### src/rtl/fpu_arbiter_if.sv
// fpu_arbiter_if: bundle of requester handshakes, response bus and
// FPU-facing signals for fpu_arbiter.
//   slave  : arbiter side (drives readies, responses, busy, FPU operands/reset)
//   master : environment side (requesters plus the FPU result/status)
interface fpu_arbiter_if;
   logic        req0_valid;
   logic        req0_ready;
   logic [31:0] req0_op_a;
   logic [31:0] req0_op_b;
   logic        req1_valid;
   logic        req1_ready;
   logic [31:0] req1_op_a;
   logic [31:0] req1_op_b;
   logic        rsp0_valid;
   logic        rsp1_valid;
   logic [31:0] rsp_data;
   logic [3:0]  rsp_status;
   logic        busy;
   logic [31:0] fpu_op_a;
   logic [31:0] fpu_op_b;
   logic        fpu_rst_n;
   logic [31:0] fpu_data_in;
   logic [3:0]  fpu_status_in;

   modport slave (
      input  req0_valid, req0_op_a, req0_op_b,
      input  req1_valid, req1_op_a, req1_op_b,
      input  fpu_data_in, fpu_status_in,
      output req0_ready, req1_ready,
      output rsp0_valid, rsp1_valid, rsp_data, rsp_status,
      output busy, fpu_op_a, fpu_op_b, fpu_rst_n
   );

   modport master (
      output req0_valid, req0_op_a, req0_op_b,
      output req1_valid, req1_op_a, req1_op_b,
      output fpu_data_in, fpu_status_in,
      input  req0_ready, req1_ready,
      input  rsp0_valid, rsp1_valid, rsp_data, rsp_status,
      input  busy, fpu_op_a, fpu_op_b, fpu_rst_n
   );
endinterface

### src/rtl/fpu_arbiter.sv
// fpu_arbiter: round-robin sharing of one multi-cycle FPU adder between two
// requesters. Per transaction: latch operands, hold the FPU in reset for
// RST_HOLD cycles, wait for nonzero status, return a one-cycle response.
// Ports: clock100KHz, reset (sync, active-high), bus (fpu_arbiter_if.slave).
// Optional macro FPU_ARB_TIMEOUT_EN: RUN watchdog of TIMEOUT_CYCLES cycles,
// reported as an all-zero response.
module fpu_arbiter #(
   parameter int unsigned RST_HOLD       = 2,
   parameter int unsigned TIMEOUT_CYCLES = 64
) (
   input logic           clock100KHz,
   input logic           reset,
   fpu_arbiter_if.slave  bus
);

   localparam int CW = $clog2(RST_HOLD + 1);

   typedef enum logic [1:0] {IDLE, LOAD, RUN, RESP} state_t;

   generate
      if (RST_HOLD < 1 || TIMEOUT_CYCLES < 1) begin : g_bad_param
         $error("fpu_arbiter: RST_HOLD and TIMEOUT_CYCLES must be >= 1");
      end
   endgenerate

   state_t          state_q;
   logic [31:0]     op_a_q;
   logic [31:0]     op_b_q;
   logic            grant_q;
   logic            last_grant_q;
   logic [CW-1:0]   hold_q;
   logic            fpu_rst_n_q;
   logic            rsp0_valid_q;
   logic            rsp1_valid_q;
   logic [31:0]     rsp_data_q;
   logic [3:0]      rsp_status_q;
   logic            busy_q;

`ifdef FPU_ARB_TIMEOUT_EN
   localparam int TW = $clog2(TIMEOUT_CYCLES + 1);
   logic [TW-1:0]   tmo_q;
`endif

   // Requester 1 wins when it is the only one asking, or on a tie when
   // requester 0 was served last.
   logic idle;
   logic grant_d;
   logic accept;

   assign idle    = (state_q == IDLE);
   assign grant_d = bus.req1_valid & (~bus.req0_valid | ~last_grant_q);
   assign accept  = idle & (bus.req0_valid | bus.req1_valid);

   assign bus.req0_ready = idle & bus.req0_valid & ~grant_d;
   assign bus.req1_ready = idle & grant_d;

   assign bus.fpu_op_a   = op_a_q;
   assign bus.fpu_op_b   = op_b_q;
   assign bus.fpu_rst_n  = fpu_rst_n_q;
   assign bus.rsp0_valid = rsp0_valid_q;
   assign bus.rsp1_valid = rsp1_valid_q;
   assign bus.rsp_data   = rsp_data_q;
   assign bus.rsp_status = rsp_status_q;
   assign bus.busy       = busy_q;

   always_ff @(posedge clock100KHz) begin
      if (reset) begin
         state_q      <= IDLE;
         op_a_q       <= '0;
         op_b_q       <= '0;
         grant_q      <= 1'b0;
         last_grant_q <= 1'b1;
         hold_q       <= '0;
         fpu_rst_n_q  <= 1'b0;
         rsp0_valid_q <= 1'b0;
         rsp1_valid_q <= 1'b0;
         rsp_data_q   <= '0;
         rsp_status_q <= '0;
         busy_q       <= 1'b0;
`ifdef FPU_ARB_TIMEOUT_EN
         tmo_q        <= '0;
`endif
      end else begin
         unique case (state_q)
            IDLE: begin
               if (accept) begin
                  op_a_q       <= grant_d ? bus.req1_op_a : bus.req0_op_a;
                  op_b_q       <= grant_d ? bus.req1_op_b : bus.req0_op_b;
                  grant_q      <= grant_d;
                  last_grant_q <= grant_d;
                  hold_q       <= CW'(RST_HOLD - 1);
                  busy_q       <= 1'b1;
                  state_q      <= LOAD;
               end
            end
            LOAD: begin
               if (hold_q == '0) begin
                  fpu_rst_n_q <= 1'b1;
`ifdef FPU_ARB_TIMEOUT_EN
                  tmo_q       <= '0;
`endif
                  state_q     <= RUN;
               end else begin
                  hold_q <= hold_q - 1'b1;
               end
            end
            RUN: begin
               if (bus.fpu_status_in != 4'b0000) begin
                  rsp_data_q   <= bus.fpu_data_in;
                  rsp_status_q <= bus.fpu_status_in;
                  rsp0_valid_q <= ~grant_q;
                  rsp1_valid_q <= grant_q;
                  fpu_rst_n_q  <= 1'b0;
                  state_q      <= RESP;
               end
`ifdef FPU_ARB_TIMEOUT_EN
               else if (tmo_q == TW'(TIMEOUT_CYCLES - 1)) begin
                  rsp_data_q   <= '0;
                  rsp_status_q <= '0;
                  rsp0_valid_q <= ~grant_q;
                  rsp1_valid_q <= grant_q;
                  fpu_rst_n_q  <= 1'b0;
                  state_q      <= RESP;
               end else begin
                  tmo_q <= tmo_q + 1'b1;
               end
`endif
            end
            RESP: begin
               rsp0_valid_q <= 1'b0;
               rsp1_valid_q <= 1'b0;
               busy_q       <= 1'b0;
               state_q      <= IDLE;
            end
            default: state_q <= IDLE;
         endcase
      end
   end

endmodule

### src/flat_wrapper.sv
// flat-port wrapper written by rule: the top's interface ports become plain ports
module fpu_arbiter_flat 
#(
   parameter int unsigned RST_HOLD       = 2,
   parameter int unsigned TIMEOUT_CYCLES = 64
)
  (clock100KHz, reset, bus_req0_valid, bus_req0_op_a, bus_req0_op_b, bus_req1_valid, bus_req1_op_a, bus_req1_op_b, bus_fpu_data_in, bus_fpu_status_in, bus_req0_ready, bus_req1_ready, bus_rsp0_valid, bus_rsp1_valid, bus_rsp_data, bus_rsp_status, bus_busy, bus_fpu_op_a, bus_fpu_op_b, bus_fpu_rst_n);
  fpu_arbiter_if bus_i ();
  input logic clock100KHz;
  input logic reset;
  input wire logic [$bits(bus_i.req0_valid)-1:0] bus_req0_valid;
  input wire logic [$bits(bus_i.req0_op_a)-1:0] bus_req0_op_a;
  input wire logic [$bits(bus_i.req0_op_b)-1:0] bus_req0_op_b;
  input wire logic [$bits(bus_i.req1_valid)-1:0] bus_req1_valid;
  input wire logic [$bits(bus_i.req1_op_a)-1:0] bus_req1_op_a;
  input wire logic [$bits(bus_i.req1_op_b)-1:0] bus_req1_op_b;
  input wire logic [$bits(bus_i.fpu_data_in)-1:0] bus_fpu_data_in;
  input wire logic [$bits(bus_i.fpu_status_in)-1:0] bus_fpu_status_in;
  output wire logic [$bits(bus_i.req0_ready)-1:0] bus_req0_ready;
  output wire logic [$bits(bus_i.req1_ready)-1:0] bus_req1_ready;
  output wire logic [$bits(bus_i.rsp0_valid)-1:0] bus_rsp0_valid;
  output wire logic [$bits(bus_i.rsp1_valid)-1:0] bus_rsp1_valid;
  output wire logic [$bits(bus_i.rsp_data)-1:0] bus_rsp_data;
  output wire logic [$bits(bus_i.rsp_status)-1:0] bus_rsp_status;
  output wire logic [$bits(bus_i.busy)-1:0] bus_busy;
  output wire logic [$bits(bus_i.fpu_op_a)-1:0] bus_fpu_op_a;
  output wire logic [$bits(bus_i.fpu_op_b)-1:0] bus_fpu_op_b;
  output wire logic [$bits(bus_i.fpu_rst_n)-1:0] bus_fpu_rst_n;
  assign bus_i.req0_valid = bus_req0_valid;
  assign bus_i.req0_op_a = bus_req0_op_a;
  assign bus_i.req0_op_b = bus_req0_op_b;
  assign bus_i.req1_valid = bus_req1_valid;
  assign bus_i.req1_op_a = bus_req1_op_a;
  assign bus_i.req1_op_b = bus_req1_op_b;
  assign bus_i.fpu_data_in = bus_fpu_data_in;
  assign bus_i.fpu_status_in = bus_fpu_status_in;
  assign bus_req0_ready = bus_i.req0_ready;
  assign bus_req1_ready = bus_i.req1_ready;
  assign bus_rsp0_valid = bus_i.rsp0_valid;
  assign bus_rsp1_valid = bus_i.rsp1_valid;
  assign bus_rsp_data = bus_i.rsp_data;
  assign bus_rsp_status = bus_i.rsp_status;
  assign bus_busy = bus_i.busy;
  assign bus_fpu_op_a = bus_i.fpu_op_a;
  assign bus_fpu_op_b = bus_i.fpu_op_b;
  assign bus_fpu_rst_n = bus_i.fpu_rst_n;
  fpu_arbiter #(.RST_HOLD(RST_HOLD), .TIMEOUT_CYCLES(TIMEOUT_CYCLES)) u_core (.clock100KHz(clock100KHz), .reset(reset), .bus(bus_i));
endmodule
### config.mk
export PLATFORM = sky130hd
export DESIGN_NAME = fpu_arbiter_flat
export DESIGN_NICKNAME = d
export VERILOG_FILES = /design/src/rtl/fpu_arbiter_if.sv /design/src/rtl/fpu_arbiter.sv /design/src/flat_wrapper.sv
export SDC_FILE = /design/constraint.sdc
export NUM_CORES = 1
export LEC_CHECK = 0
export CAP_MARGIN = 15
export CORE_UTILIZATION = 40
export CTS_CLUSTER_SIZE = 20
export DETAILED_ROUTE_END_ITERATION = 7
export GPL_TIMING_DRIVEN = 0
export PLACE_DENSITY = 0.85
export SKIP_CTS_REPAIR_TIMING = 1
export SYNTH_ARGS = -nofsm -noshare
export SYNTH_HDL_FRONTEND = slang
export SYNTH_SLANG_ARGS = --single-unit
### constraint.sdc
create_clock -name clock100KHz -period 3.8 [get_ports clock100KHz]
set_input_delay 0.76 -clock clock100KHz [delete_from_list [all_inputs] [get_ports clock100KHz]]
set_output_delay 0.76 -clock clock100KHz [all_outputs]
set_load 0.005 [all_outputs]
Word-level counts from Yosys, hierarchy flattened
Cells that the tools add are included.
W data, S select, Z words.
{ "word_totals": {"reg_bits": 110, "input_bits": 168, "out_inout_bits": 106, "elab_cells": 62} }
{ "classes": {"bitwise": 11, "mux": 17, "n_reduce_logical": 14, "addsub": 1, "n_eq_ne": 7} }
{ "op_table": {"columns": ["cell", "count"], "rows": [
  ["$mux W32", 2],
  ["$reduce_and A3 Y1", 3],
  ["$mux W2", 4],
  ["$pmux W1 S2", 4],
  ["$pmux W2 S4", 1],
  ["$reduce_and A2 Y1", 4],
  ["$reduce_bool A2 Y1", 4],
  ["$and A1 B1 Y1", 5],
  ["$mux W1", 5],
  ["$eq A2 B2 Y1 const B", 2],
  ["$logic_not A2 Y1", 2],
  ["$ne A2 B1 Y1 const B", 2],
  ["$ne A2 B2 Y1 const B", 2],
  ["$not A1 Y1", 4],
  ["$pmux W2 S2", 1],
  ["$reduce_bool A4 Y1", 1],
  ["$eq A2 B1 Y1 const B", 1],
  ["$or A1 B1 Y1", 2],
  ["$sub A2 B1 Y2 const B", 1]
]} }

Longest topological paths before layout
Gate-level depths: netlist of the first run.
{ "logic_depth": {"ltp_word": 5, "mapped_depth": 7, "depth_no_buf": 5} }

Worst setup path before layout of the first run
OpenSTA, ideal clock, no wires.
{ "synth_timing": {"path_kind": "input -> output", "from": "input port bus_req1_valid", "to": "output port bus_req0_ready", "stages": 4, "required_time_ns": 3.040, "arrival_ns": 1.384, "n_path_buf": 2, "setup_slack_ns": 1.656, "path_cell_list": "a21boi_2 > buf_4 > buf_4 > nor2_1"} }
{ "synth_via": {"elab_chain_len": 3} }
{ "synth_rtl": {"columns": ["element", "line_no", "source"], "rows": [
  ["start, declared", "flat_wrapper.sv:14", "input wire logic [$bits(bus_i.req1_valid)-1:0] bus_req1_valid;"],
  ["$and A1 B1 Y1", "fpu_arbiter.sv:51", "assign grant_d = bus.req1_valid & (~bus.req0_valid | ~last_grant_q);"],
  ["$not A1 Y1", "fpu_arbiter.sv:54", "assign bus.req0_ready = idle & bus.req0_valid & ~grant_d;"],
  ["$and A1 B1 Y1", "fpu_arbiter.sv:54", null],
  ["end, declared", "flat_wrapper.sv:19", "output wire logic [$bits(bus_i.req0_ready)-1:0] bus_req0_ready;"]
]} }
Every way passes these cells.

Final worst setup path of the first run
Ends and elaborated chain as after synthesis.

==> tab_implementation.tex, run 1 <==
\begin{tabular}{lr}
\hline
Metric & Value \\
\hline
\multicolumn{2}{l}{\textbf{Outcome}} \\
Result of the run & completed \\
\multicolumn{2}{l}{\textbf{Critical path}} \\
Arrival @ worst endpoint & 2.55 ns \\
Setup Crit Path Kind & input port to primary output \\
Max Fanout on Critical Path & 10 \\
Launch instance of the worst register-to-register path & u\_core.state\_q[1] \\
Reg-to-Reg End & u\_core.bus.fpu\_op\_b[26] \\
Depth of the most critical reg-to-reg path & 6 \\
CP startpoint kind & input port \\
Worst Setup End Kind & primary output \\
R2R setup slack & 1.82 ns \\
Required @ worst endpoint & 3.04 ns \\
\multicolumn{2}{l}{\textbf{Hold path}} \\
Worst Hold Launch & u\_core.bus.rsp\_data[4] \\
Hold/Removal Path Class & flip-flop to flip-flop \\
Hold path depth & 2 \\
Hold worst-path end & u\_core.bus.rsp\_data[4] \\
\multicolumn{2}{l}{\textbf{CTS}} \\
CTS tree & done \\
Total clock sinks & 110 \\
Total CTS buffers & 9 \\
Clk pin slew, worst setup/hold paths & 0.07 ns \\
Number of H-tree levels & 3 \\
Clock insertion delay at the later pin of the skew report & 0.34 ns \\
Maximum number of buffers from clock root to sink & 2 \\
Buffer type at the clock tree root & sky130\_fd\_sc\_hd\_\_clkbuf\_16 \\
\multicolumn{2}{l}{\textbf{Global route}} \\
Number of global-route vias before repair & 4909 \\
Initial antenna violation count & 1 \\
Total Routing Usage GR & 25.8\% \\
Global-route wire length before repair & 23600 um \\
Largest net degree at the start of global routing & 19 \\
Congestion Overflow GR & 0 \\
\multicolumn{2}{l}{\textbf{Run}} \\
Max cap viols & 0 \\
\multicolumn{2}{l}{\textbf{Route}} \\
Final routed wire length divided by cell count & 16.5 um \\
Number of remaining DRC errors & 0 \\
DR pass1 iterations & 4 \\
Violation count after the first detailed-route iteration & 214 \\
Overall routed net length & 15400 um \\
Total via count in the routed design & 4833 \\
Number of nets with antenna violations after routing & 0 \\
Routed vias/inst & 5.17 \\
\multicolumn{2}{l}{\textbf{Floorplanning}} \\
Area of the placeable core & 11000 um\^{}2 \\
Number of primary I/O pins & 274 \\
Floorplan die area & 11800 um\^{}2 \\
Die height & 109 um \\
Horizontal die dimension & 109 um \\
Initial Util & 41.6\% \\
Row count & 38 \\
\multicolumn{2}{l}{\textbf{Timing}} \\
Transition time of the tightest slew-check pin & 0.741 ns \\
Setup repair after global routing missed its margin & false \\
Final count of negative-setup-slack endpoints & 0 \\
Total Negative Setup Slacks & 0 ns \\
Period Utilization, post-route & 87.0\% \\
Max Clock Freq & 302 MHz \\
Max Clock Skew & 0.0112 ns \\
Worst max-slew margin expressed relative to the limit & 50.4\% \\
Count of pins over their slew limit & 0 \\
Final critical path time including I/O delays and setup & 3.31 ns \\
Number of failing hold endpoints at the final stage & 0 \\
\multicolumn{2}{l}{\textbf{Power and ir drop}} \\
Power density over cell area & 579 nW/um\^{}2 \\
Max VDD drop & 0.000337 V \\
Reported leakage power & 2.87 nW \\
\multicolumn{2}{l}{\textbf{Logic synthesis}} \\
Post-Synthesis Cell Area & 4560 um\^{}2 \\
Synthesized-area fraction occupied by and/or/nand/nor cells & 9.51\% \\
Largest family of logic cells by synthesized area & compound AO/OA/AOI/OAI gates \\
Compound-Gate Fraction of Synth Area & 21.7\% \\
Mean area per synthesized cell & 9.00 um\^{}2 \\
Cells after Synth & 507 \\
Register bit total from synthesis & 110 \\
Number of synthesis warnings & 0 \\
Synthesized-area fraction occupied by xor and xnor cells & 0\% \\
Syn Nets & 680 \\
Multiplexer share of the synthesized area & 14.3\% \\
Part of the Yosys area used for sequential elements & 48.2\% \\
Post-synthesis cell type count & 32 \\
Adder-cell area share of the yosys netlist & 1.37\% \\
\multicolumn{2}{l}{\textbf{Placement}} \\
Post-place instance area & 7460 um\^{}2 \\
Placed cell count & 919 \\
Port-buffer cells & 272 \\
HPWL after detailed placement & 12200 um \\
Final estimated routing congestion in global placement & 0.787 \\
\multicolumn{2}{l}{\textbf{Finish}} \\
Share of layout cells above drive strength 1 & 5.04\% \\
Summed area of non-filler cells in the final layout & 7740 um\^{}2 \\
Net count reported at finish & 963 \\
Layout-stage area growth over the synthesis result & 69.5\% \\
Number of standard cells in the final layout excluding fillers & 934 \\
\hline
\end{tabular}
==> cells in the mapped netlist, drive strengths merged <==
cell type	number	area (um^2)
o21ai	59	295
a221oi	1	8.76
and2	2	12.5
nor2b	2	12.5
o21a	3	22.5
o41ai	1	27.5
inv	6	22.5
clkbuf	22	82.6
a21boi	1	11.3
or4	2	15.0
nand2	78	293
o41a	1	11.3
nor3b	1	7.51
nor2	15	56.3
a21oi	94	500
nor4	1	6.26
o211ai	1	7.51
o21bai	1	7.51
a211oi	11	82.6
nand4	1	6.26
nand2b	3	18.8
or2	1	6.26
a22oi	1	7.51
o31ai	1	7.51
buf	18	120
mux2i	65	651
ha	5	62.6
dfxtp	110	2200
==> worst max-delay path: stages <==
cell	delay, ns
sky130_fd_sc_hd__clkdlybuf4s50_1	0.52
sky130_fd_sc_hd__a21boi_2	0.27
sky130_fd_sc_hd__buf_4	0.24
sky130_fd_sc_hd__buf_4	0.23
sky130_fd_sc_hd__nor2_1	0.07
sky130_fd_sc_hd__clkdlybuf4s50_1	0.46
==> state kept, by name, summed over array words and instances (netlist names), 2 cells and up <==
name                   cells
u_core.bus.fpu_op_a       32
u_core.bus.fpu_op_b       32
u_core.bus.rsp_data       32
u_core.bus.rsp_status      4
u_core.hold_q              2
u_core.state_q             2
==> worst max-delay path by stage <==
stage | slack, ns | endpoint | startpoint
after floorplan | 1.66 | bus_req0_ready | bus_req1_valid
after global placement | 0.48 | bus_req0_ready | bus_req1_valid
after detailed placement | 0.47 | bus_req0_ready | bus_req1_valid
after CTS | 0.47 | bus_req0_ready | bus_req1_valid
after global routing | 0.39 | bus_req0_ready | bus_req1_valid
final | 0.49 | bus_req0_ready | bus_req1_valid
==> power breakdown <==
part	switching [W]	total, W	internal, W
Sequential	0.000201	0.00172	0.00152
Clock	0.000426	0.000874	0.000449
Combinational	0.000829	0.00188	0.00105
==> through the flow <==
stage | worst slack (ns) | util [%] | power [W] | hold WS, ns
3_3_place_gp | 0.481 | 67.9 | 0.00355 | 0.441
2_1_floorplan | 1.66 | - | 0.00248 | 0.448
4_1_cts | 0.473 | 70.4 | 0.00451 | 0.457
5_1_grt | 0.393 | 70.4 | 0.00476 | 0.477
3_5_place_dp | 0.474 | 67.9 | 0.00362 | 0.447
6_report | 0.493 | 70.4 | 0.00448 | 0.455
==> per-layer routing <==
layer,vias to the layer above,global-route usage (%),wire [um]
met1,2240,26.4,5690
met3,39,8.13,1360
met4,0,12.5,536
met5,-,0,0
li1,2334,-,-
met2,220,47.2,7800
==> layout by cell type (no fill, tap or decap), types with 2 or more instances in the layout <==
cell type	Yosys	final
sky130_fd_sc_hd__clkdlybuf4s50_1	0	272
sky130_fd_sc_hd__dfxtp_1	110	110
sky130_fd_sc_hd__a21oi_1	86	86
sky130_fd_sc_hd__nand2_1	78	78
sky130_fd_sc_hd__mux2i_1	65	65
sky130_fd_sc_hd__o21ai_0	59	59
sky130_fd_sc_hd__clkbuf_1	22	22
sky130_fd_sc_hd__nor2_1	15	15
sky130_fd_sc_hd__a211oi_1	11	11
sky130_fd_sc_hd__clkbuf_16	0	9
sky130_fd_sc_hd__a21oi_2	8	8
sky130_fd_sc_hd__inv_1	6	6
sky130_fd_sc_hd__buf_4	6	6
sky130_fd_sc_hd__buf_2	6	6
sky130_fd_sc_hd__ha_1	5	5
sky130_fd_sc_hd__o21a_1	3	3
sky130_fd_sc_hd__buf_1	3	3
sky130_fd_sc_hd__nand2b_1	3	3
sky130_fd_sc_hd__buf_6	3	3
sky130_fd_sc_hd__clkinv_4	0	3
sky130_fd_sc_hd__and2_1	2	2
sky130_fd_sc_hd__nor2b_1	2	2
sky130_fd_sc_hd__or4_1	2	2
==> logic make-up (layout without fill, tap and decap cells) <==
group / Yosys count / count (layout)
muxes: 65 / 65
AOI/OAI and AO/OA: 175 / 175
DFF: 110 / 110
and+or+nand+nor: 106 / 106
other: 0 / 1
adders and majority gates: 5 / 5
buffers and inverters: 46 / 332
==> area by class of cell <==
class | instances | area (um^2)
Timing Repair Buffer | 272 | 2720
Inverter | 6 | 22.5
Antenna cell | 1 | 2.50
Clock buffer | 9 | 225
Tap cell | 140 | 175
Fill cell | 881 | 3250
Sequential cell | 110 | 2200
Multi-Input combinational cell | 351 | 2140
Clock inverter | 5 | 46.3
Buffer | 40 | 203
No activity file was read; power rests on OpenSTA's default activity.
==> run 2, diff against run 1 <==
--- a/config.mk
+++ b/config.mk
@@ -5,7 +5,6 @@
 export SDC_FILE = /design/constraint.sdc
 export NUM_CORES = 1
 export LEC_CHECK = 0
-export CAP_MARGIN = 15
 export CORE_UTILIZATION = 40
 export CTS_CLUSTER_SIZE = 20
 export DETAILED_ROUTE_END_ITERATION = 7
@@ -15,3 +14,4 @@
 export SYNTH_ARGS = -nofsm -noshare
 export SYNTH_HDL_FRONTEND = slang
 export SYNTH_SLANG_ARGS = --single-unit
+export TNS_END_PERCENT = 1
==> results of run 2 <==
No change in the layout: final DEF, timing and power equal those of run 1.
==> run 3, diff against run 2 <==
--- a/config.mk
+++ b/config.mk
@@ -5,6 +5,7 @@
 export SDC_FILE = /design/constraint.sdc
 export NUM_CORES = 1
 export LEC_CHECK = 0
+export ABC_CLOCK_PERIOD_IN_PS = 3800
 export CORE_UTILIZATION = 40
 export CTS_CLUSTER_SIZE = 20
 export DETAILED_ROUTE_END_ITERATION = 7
==> results of run 3 <==
No change in the layout: final DEF, timing and power equal those of run 1.
